--- src/rtl/pipe_hazard_ctrl.sv ---
// pipe_hazard_ctrl: pipeline flow controller for the 5-stage tinyriscv core.
// Produces per-stage hold/bubble vectors, operand forwarding selects, a
// deferred jump request across data-memory wait states, a sticky memory-wait
// watchdog flag and a saturating stall-cycle counter.
// Stage index: 0 = PC, 1 = IF/ID, 2 = ID/EX, 3 = EX/MEM, 4 = MEM/WB.
// Optional feature macro: PIPE_HAZARD_FWD_EN
//   defined   : EX/MEM/WB forwarding; only load-use hazards stall.
//   undefined : forwarding selects tie to 00; any ID match against EX, MEM or
//               WB stalls until the writer has retired.
module pipe_hazard_ctrl #(
  parameter int REG_ADDR_W   = 5,
  parameter int MEM_WAIT_MAX = 15,
  parameter int PERF_W       = 32
) (
  input  logic                  clk,
  input  logic                  rst,
  input  logic [REG_ADDR_W-1:0] id_rs1,
  input  logic [REG_ADDR_W-1:0] id_rs2,
  input  logic                  id_rs1_re,
  input  logic                  id_rs2_re,
  input  logic                  ex_reg_we,
  input  logic [REG_ADDR_W-1:0] ex_reg_waddr,
  input  logic                  ex_is_load,
  input  logic                  mem_reg_we,
  input  logic [REG_ADDR_W-1:0] mem_reg_waddr,
  input  logic                  wb_reg_we,
  input  logic [REG_ADDR_W-1:0] wb_reg_waddr,
  input  logic                  jump_flag_i,
  input  logic                  mem_busy_i,
  output logic [4:0]            hold_o,
  output logic [4:0]            bubble_o,
  output logic [1:0]            fwd_sel_rs1_o,
  output logic [1:0]            fwd_sel_rs2_o,
  output logic                  jump_flag_o,
  output logic                  mem_timeout_o,
  output logic [PERF_W-1:0]     stall_cycles_o
);

  // Wait counter is just wide enough to hold MEM_WAIT_MAX and saturates there.
  localparam int WAIT_W = (MEM_WAIT_MAX < 1) ? 1 : $clog2(MEM_WAIT_MAX + 1);
  localparam logic [WAIT_W-1:0] WAIT_LIMIT = WAIT_W'(MEM_WAIT_MAX);

  // Control vectors used by the priority resolver.
  localparam logic [4:0] HOLD_ALL    = 5'b11111; // freeze whole pipe on mem wait
  localparam logic [4:0] HOLD_FRONT  = 5'b00011; // freeze PC and IF/ID
  localparam logic [4:0] BUBBLE_EX   = 5'b00100; // NOP into ID/EX
  localparam logic [4:0] BUBBLE_JUMP = 5'b00110; // flush IF/ID and ID/EX

  typedef enum logic [1:0] {
    ST_RUN       = 2'd0,
    ST_HAZ_STALL = 2'd1,
    ST_MEM_WAIT  = 2'd2
  } state_t;

  state_t                state_reg, state_next;
  logic                  pending_jump_reg, pending_jump_next;
  logic [WAIT_W-1:0]     wait_cnt_reg, wait_cnt_next;
  logic                  timeout_reg, timeout_next;
  logic [PERF_W-1:0]     stall_cnt_reg;

  // Writers packed by age: 0 = EX (youngest), 1 = MEM, 2 = WB (oldest).
  logic [2:0]                  wr_we;
  logic [2:0][REG_ADDR_W-1:0]  wr_addr;
  logic [2:0]                  rs1_match;
  logic [2:0]                  rs2_match;

  assign wr_we   = {wb_reg_we, mem_reg_we, ex_reg_we};
  assign wr_addr = {wb_reg_waddr, mem_reg_waddr, ex_reg_waddr};

  // One comparator pair per writer; x0 is hard-wired zero and never matches.
  generate
    for (genvar gi = 0; gi < 3; gi++) begin : g_match
      assign rs1_match[gi] = id_rs1_re && wr_we[gi] &&
                             (id_rs1 == wr_addr[gi]) && (id_rs1 != '0);
      assign rs2_match[gi] = id_rs2_re && wr_we[gi] &&
                             (id_rs2 == wr_addr[gi]) && (id_rs2 != '0);
    end
  endgenerate

  logic       data_stall;
  logic [1:0] fwd_rs1_raw;
  logic [1:0] fwd_rs2_raw;

`ifdef PIPE_HAZARD_FWD_EN
  // Youngest matching writer wins; a load in EX has no data yet, so it is
  // skipped here and covered by the load-use stall instead.
  always_comb begin
    fwd_rs1_raw = 2'b00;
    if (rs1_match[0] && !ex_is_load) fwd_rs1_raw = 2'b01;
    else if (rs1_match[1])           fwd_rs1_raw = 2'b10;
    else if (rs1_match[2])           fwd_rs1_raw = 2'b11;

    fwd_rs2_raw = 2'b00;
    if (rs2_match[0] && !ex_is_load) fwd_rs2_raw = 2'b01;
    else if (rs2_match[1])           fwd_rs2_raw = 2'b10;
    else if (rs2_match[2])           fwd_rs2_raw = 2'b11;
  end

  // Only a load feeding the very next instruction needs a stall.
  assign data_stall = ex_is_load && (rs1_match[0] || rs2_match[0]);
`else
  // Without forwarding the operand must come from the register file, so any
  // in-flight writer of a source register stalls ID until it has retired.
  assign fwd_rs1_raw = 2'b00;
  assign fwd_rs2_raw = 2'b00;
  assign data_stall  = (|rs1_match) || (|rs2_match);

  // The load flag only matters when forwarding exists.
  logic unused_ex_is_load;
  assign unused_ex_is_load = ex_is_load;
`endif

  logic [4:0] hold_raw;
  logic [4:0] bubble_raw;
  logic       jump_raw;

  // Priority resolver: mem wait > jump (live or deferred) > data hazard > run.
  always_comb begin
    state_next        = ST_RUN;
    hold_raw          = '0;
    bubble_raw        = '0;
    jump_raw          = 1'b0;
    pending_jump_next = pending_jump_reg;
    wait_cnt_next     = '0;
    timeout_next      = timeout_reg;

    if (mem_busy_i) begin
      state_next = ST_MEM_WAIT;
      hold_raw   = HOLD_ALL;
      // A jump resolved while the pipe is frozen is remembered and issued on
      // the first cycle the memory is ready again.
      if (jump_flag_i) pending_jump_next = 1'b1;
      // The count restarts at 1 on the first busy cycle of a wait run.
      if (state_reg != ST_MEM_WAIT) begin
        wait_cnt_next = WAIT_W'(1);
      end else if (wait_cnt_reg == WAIT_LIMIT) begin
        wait_cnt_next = WAIT_LIMIT;
      end else begin
        wait_cnt_next = wait_cnt_reg + WAIT_W'(1);
      end
      if (wait_cnt_next == WAIT_LIMIT) timeout_next = 1'b1;
    end else if (jump_flag_i || pending_jump_reg) begin
      // The instruction in ID is flushed, so its hazard is irrelevant.
      state_next        = ST_RUN;
      jump_raw          = 1'b1;
      bubble_raw        = BUBBLE_JUMP;
      pending_jump_next = 1'b0;
    end else if (data_stall) begin
      state_next = ST_HAZ_STALL;
      hold_raw   = HOLD_FRONT;
      bubble_raw = BUBBLE_EX;
    end
  end

  // Everything combinational reads as zero while reset is asserted.
  assign hold_o        = rst ? 5'b0 : hold_raw;
  assign bubble_o      = rst ? 5'b0 : bubble_raw;
  assign jump_flag_o   = rst ? 1'b0 : jump_raw;
  assign fwd_sel_rs1_o = rst ? 2'b00 : fwd_rs1_raw;
  assign fwd_sel_rs2_o = rst ? 2'b00 : fwd_rs2_raw;

  // Controller state, deferred jump, wait counter and sticky watchdog.
  always_ff @(posedge clk) begin
    if (rst) begin
      state_reg        <= ST_RUN;
      pending_jump_reg <= 1'b0;
      wait_cnt_reg     <= '0;
      timeout_reg      <= 1'b0;
    end else begin
      state_reg        <= state_next;
      pending_jump_reg <= pending_jump_next;
      wait_cnt_reg     <= wait_cnt_next;
      timeout_reg      <= timeout_next;
    end
  end

  // Saturating count of cycles in which any stage is held.
  always_ff @(posedge clk) begin
    if (rst) begin
      stall_cnt_reg <= '0;
    end else if ((hold_o != 5'b0) && (stall_cnt_reg != '1)) begin
      stall_cnt_reg <= stall_cnt_reg + PERF_W'(1);
    end
  end

  assign mem_timeout_o  = timeout_reg;
  assign stall_cycles_o = stall_cnt_reg;

endmodule
--- config.mk ---
export PLATFORM = sky130hd
export DESIGN_NAME = pipe_hazard_ctrl
export DESIGN_NICKNAME = d
export VERILOG_FILES = /design/src/rtl/pipe_hazard_ctrl.sv
export SDC_FILE = /design/constraint.sdc
export NUM_CORES = 1
export LEC_CHECK = 0
export CAP_MARGIN = 5
export CELL_PAD_IN_SITES_DETAIL_PLACEMENT = 0
export CELL_PAD_IN_SITES_GLOBAL_PLACEMENT = 2
export CORE_MARGIN = 4
export CORE_UTILIZATION = 27
export CTS_BUF_LIST = sky130_fd_sc_hd__clkbuf_16
export CTS_CLUSTER_SIZE = 16
export DETAILED_ROUTE_END_ITERATION = 6
export GPL_TIMING_DRIVEN = 0
export PLACE_DENSITY = 0.85
export SLEW_MARGIN = 20
export SYNTH_ARGS = -nofsm -noshare
export SYNTH_HDL_FRONTEND = slang
export SYNTH_SLANG_ARGS = --single-unit
--- constraint.sdc ---
create_clock -name clk -period 6.92 [get_ports clk]
set_clock_uncertainty 0.05 [all_clocks]
set_input_delay 1.384 -clock clk [delete_from_list [all_inputs] [get_ports clk]]
set_output_delay 1.384 -clock clk [all_outputs]
set_load 0.005 [all_outputs]
# --- Word level (Yosys, flattened, before mapping) ---
# Cells that the tools add are included.
op_classes:
  addsub: 2
  eq_ne: 11
  mux: 20
  bitwise: 1
  n_reduce_logical: 31
ops:
  columns: ["operator", "n"]
  rows:
  - ["$add A32 B1 Y32 const B", 1]
  - ["$ne A32 B32 Y1 const B", 1]
  - ["$eq A5 B5 Y1", 6]
  - ["$logic_and A1 B1 Y1", 19]
  - ["$mux W5", 3]
  - ["$reduce_bool A5 Y1", 3]
  - ["$mux W4", 3]
  - ["$mux W3", 3]
  - ["$reduce_or A3 Y1", 3]
  - ["$eq A4 B4 Y1 const B", 2]
  - ["$mux W1", 8]
  - ["$mux W2", 3]
  - ["$add A4 B1 Y4 const B", 1]
  - ["$ne A2 B2 Y1 const B", 2]
  - ["$reduce_and A2 Y1", 2]
  - ["$logic_or A1 B1 Y1", 2]
  - ["$reduce_bool A2 Y1", 1]
  - ["$reduce_or A2 Y1", 1]
  - ["$not A1 Y1", 1]
totals:
  regBits: 40
  inputBits: 35
  output_inout_bits: 48

# --- Longest topological paths before layout ---
depth:
  ltp_word: 11
  ltp_mapped: 12

# --- Worst setup path after synthesis ---
# Ideal clock, no wire load.
synth_path:
  kind: "input -> output"
  startpoint: "in ex_reg_waddr[2]"
  endpoint: "out hold_o[1]"
  arrival_ns: 2.723
  t_required_ns: 5.486
  slack_ns: 2.763
  path_stages: 8
  cell_sequence: "xor2_1 nor4_1 nand3_1 a31o_1 a21boi_4 nor2_1 nor2_1 buf_4"
synth_via:
  elab_chain_len: 9
  elab_cells_between_ends: 13
  cone_classes: "eq/ne (2); mux (4); reduce/logical (7)"
synth_lines:
  columns: ["item", "line_no", "source"]
  rows:
  - ["start: declaration", "22", "input logic [REG_ADDR_W-1:0] ex_reg_waddr,"]
  - ["$eq A5 B5 Y1, on equally long branches", "74, 76", null]
  - ["$logic_and A1 B1 Y1, on equally long branches", "73, 75", null]
  - ["$logic_and A1 B1 Y1, on equally long branches", "74, 76", null]
  - ["$reduce_or A3 Y1", "106", "assign data_stall = (|rs1_match) || (|rs2_match);"]
  - ["$logic_or A1 B1 Y1 (*)", "106", null]
  - ["$mux W2 (*)", "148", "end else if (data_stall) begin"]
  - ["$mux W2 (*)", "142", "end else if (jump_flag_i || pending_jump_reg) begin"]
  - ["$mux W5 (*)", "127", "if (mem_busy_i) begin"]
  - ["$mux W5 (*)", "156", "assign hold_o = rst ? 5'b0 : hold_raw;"]
  - ["end: declaration", "30", "output logic [4:0] hold_o,"]
# Mark *: on every way between the ends. The rest lies on a longest branch, timed or not.

# --- Final worst setup path ---
layout_path:
  startpoint: "in id_rs1[1]"
  endpoint: "out hold_o[1]"
layout_via:
  elab_chain_len: 9
  elab_cells_between_ends: 16
  cone_classes: "eq/ne (3); mux (4); reduce/logical (9)"
layout_lines:
  columns: ["item", "line_no", "source"]
  rows:
  - ["start: declaration", "17", "input logic [REG_ADDR_W-1:0] id_rs1,"]
  - ["$eq A5 B5 Y1", "74", "(id_rs1 == wr_addr[gi]) && (id_rs1 != '0);"]
  - ["$logic_and A1 B1 Y1", "73", "assign rs1_match[gi] = id_rs1_re && wr_we[gi] &&"]
  - ["$logic_and A1 B1 Y1", "74", null]
  - ["$reduce_or A3 Y1 (*)", "106", null]
  - ["$logic_or A1 B1 Y1 (*)", "106", null]
  - ["$mux W2 (*)", "148", null]
  - ["$mux W2 (*)", "142", null]
  - ["$mux W5 (*)", "127", null]
  - ["$mux W5 (*)", "156", null]
# Marks and branches as above.

==> metrics.md <==
| Metric | Value |
|---|---|
| Post-route DRC | 0 |
| Die width | 103 microns |
| Synth top area cells | dfxtp_1 33%, xor2_1 9.7%, nand3_1 4.3% |
| Gpl congestion | 0.790 |
| Lkg Pwr | 1.18 nW |
| Total GRT Usage | 0.142 |
| Maximum vdd drop | 0.0962 mV |
| Clk pwr share | 0.418 |
| Antenna Cells | 0 |
| Initial core utilization | 0.279 |
| Setup Fix Bufs, Post-CTS | 0 |
| Internal power | 407 uW |
| Total Nets Final | 423 |
| Yosys cell types | 49 |
| H-tree Lvls | 2 |
| Clk buf depth | 2 |
| Site Rows | 34 |
| Fmax | 0.183 GHz |
| Largest net degree at the start of global routing | 14 |
| Fill cells | 920 |
| Slew Limit Fails | 0 |
| Yosys warns | 0 |
| Layout cells sized above 1 | 0.0904 |
| DR vias | 2,431 |
| EDFF count, synth | 0 |
| Yosys reg bits | 40 |
| Core area | 8760 sq um |
| RSZ-0062 raised after global routing | no |
| CTS tree | yes |
| Max reg flops | 32 |
| Worst min-delay path category | reg2reg |
| Nature of the critical path startpoint | input pin |
| Leading area contributor after synthesis | dfxtp_1 |
| Wirelength per Cell | 14.7 microns |
| Post-synth top cells | 40 x dfxtp_1, 27 x xor2_1, 26 x nor2_1 |
| Worst Path Required | 5.49 ns |
| Critical Path Sink Type | output pin |
| Minimum clock period | 5.46 ns |
| Initial antenna violation count | 0 |
| Combinational cell fraction of total power | 0.145 |
| Max-Cap Viols | 0 |
| Gates resized, CTS repair | 0 |
| Post-Syn Instances | 299 |
| Worst-Margin Slew | 0.583 ns |
| Avg Inst Size Synth | 8.17 sq um |
| Slew margin rel. | 0.611 |
| PortBufs | 74 |
| Switch share | 0.245 |
| Total Power | 539 uW |
| Share of flip-flops with an asynchronous set or reset | 0 |
| DR iter-0 viols | 91 |
| Flop pwr share | 0.436 |
| Post-synth top flop | dfxtp_1 |
| Crit Path Category | in2out |
| Grt ovf | 0 |
| TritonCTS buffer count | 5 |
| P_sw | 132 uW |
| Power per cell area | 155 nW/um^2 |
| Post-synthesis sequential area ratio | 0.328 |
| Setup tns final | 0 ns |
| Vias in the first global route | 2,414 |
| Global-route wire length before repair | 11,800 microns |
| # IOs | 83 |
| Clock-pin slew on the worst setup and hold paths | 0.06 ns |
| Mapped Area | 2440 sq um |
| Worst path arrival time | 4.02 ns |
| Die ar. | 10,600 sq um |
| Most frequent cell after synthesis | dfxtp_1 |
| Finish-stage setup viols | 0 |
| DR pass1 iterations | 5 |
| DP HPWL | 5670 microns |
| Root Buffer Master | clkbuf_16 |
| Tcrit/Tclk final | 0.789 |
| Synth-to-Final Area Change | 42.7% |
| Placed insts | 487 |
| Clock Sink Count | 40 |
| Non-filler cells in the finished layout | 495 |
| Vias per inst | 4.91 |
| Post-synth top area share | 0.328 |
| Worst skew pair latency | 0.28 ns |
| Routed Antenna Nets | 0 |
| Hold violation count in the final report | 0 |
| CTS Hold Buffers Added | 0 |
| Status | completed |
| Die H | 103 microns |
| Crit Path Max Fanout | 8 |
| DRT Wirelength | 7260 microns |
## cell usage in the layout (no fill, tap or decap), types with 2 or more instances in the layout
cell type	synthesis	layout
buf_4	11	11
buf_1	2	2
buf_6	2	2
o31ai_1	5	5
o211ai_1	3	3
clkbuf_1	4	4
or4_1	10	10
and3_1	2	2
buf_2	4	4
nor2b_1	6	6
nand3_1	21	21
inv_1	10	10
nor4_1	9	9
nand2_1	12	12
clkinvlp_4	0	2
dfxtp_1	40	40
mux2_2	2	2
conb_1	1	7
nand4_1	6	6
xnor2_1	8	8
ha_1	2	2
a21oi_1	20	20
xor2_1	27	27
nand2b_1	2	2
clkbuf_16	0	5
or3_1	16	16
nor2_1	26	26
clkdlybuf4s50_1	0	74
nor3_1	5	5
mux2_1	3	3
o21ai_0	17	17
a31oi_1	3	3
## worst max-delay path: stages
cell             delay (ns)
clkdlybuf4s50_1        0.54
xor2_1                 0.22
nor4_1                 0.34
nand3_1                0.15
a31o_1                 0.25
a21boi_4               0.31
nor2_1                 0.07
nor2_1                 0.14
buf_4                  0.13
clkdlybuf4s50_1        0.48
## worst paths after layout
| path | slack [ns] | from | cells after the start | to |
|---|---|---|---|---|
| worst max-delay path | 1.46 | id_rs1[1] | 10 | hold_o[1] |
| worst min-delay path | 0.43 | mem_timeout_o$_SDFFE_PP0P_ | 2 | mem_timeout_o$_SDFFE_PP0P_ |
| worst max register to register | 4.20 | stall_cycles_o[11]$_SDFFE_PP0P_ | 11 | stall_cycles_o[1]$_SDFFE_PP0P_ |
| worst min register to register | 0.43 | mem_timeout_o$_SDFFE_PP0P_ | 2 | mem_timeout_o$_SDFFE_PP0P_ |
## stage by stage
| step | utilization | area [sq um] | hold WS [ns] | setup WS [ns] |
|---|---|---|---|---|
| 2_1_floorplan | - | 2460 | 0.411 | 2.76 |
| 3_3_place_gp | 0.381 | 3340 | 0.407 | 1.49 |
| 3_5_place_dp | 0.381 | 3340 | 0.415 | 1.45 |
| 4_1_cts | 0.398 | 3480 | 0.425 | 1.43 |
| 5_1_grt | 0.398 | 3480 | 0.460 | 1.31 |
| 6_report | 0.398 | 3480 | 0.425 | 1.46 |
## metal layers
layer	share of wire	global-route usage	vias to the layer above	wire, microns
li1	-	-	1229	-
met1	0.46	0.184	1141	3320
met2	0.49	0.242	52	3560
met3	0.038	0.0284	9	278
met4	0.013	0.0329	0	97
met5	0	0	-	0
## power by group through the flow
stage	combinational, mW	sequential [mW]	clock [mW]
after floorplan	0.0358	0.240	0
after global placement	0.0773	0.240	0
after detailed placement	0.0783	0.240	0
after CTS	0.0789	0.235	0.231
after global routing	0.0855	0.236	0.241
final	0.0783	0.235	0.226
## cell families after synthesis
family,Yosys count,synth area share
buffers and inverters,33,0.0758
DFF,40,0.328
AOI/OAI and AO/OA,59,0.156
other,1,0.00154
xor gates and xnor gates,35,0.126
muxes,6,0.0272
and+or+nand+nor,123,0.276
adders and majority gates,2,0.0102
## cell type report
type | instances | area (sq um) | share of cell area
multi-input cells | 232 | 1480 | 0.424
clock inverters | 3 | 18.8 | 0.00539
well taps | 108 | 135 | 0.0388
clock buffers | 5 | 125 | 0.0359
inverters | 10 | 37.5 | 0.0108
flip-flops and latches | 40 | 801 | 0.230
repair buffers | 74 | 741 | 0.213
plain buffers | 23 | 148 | 0.0424
Power figures use the tool's default switching activity.
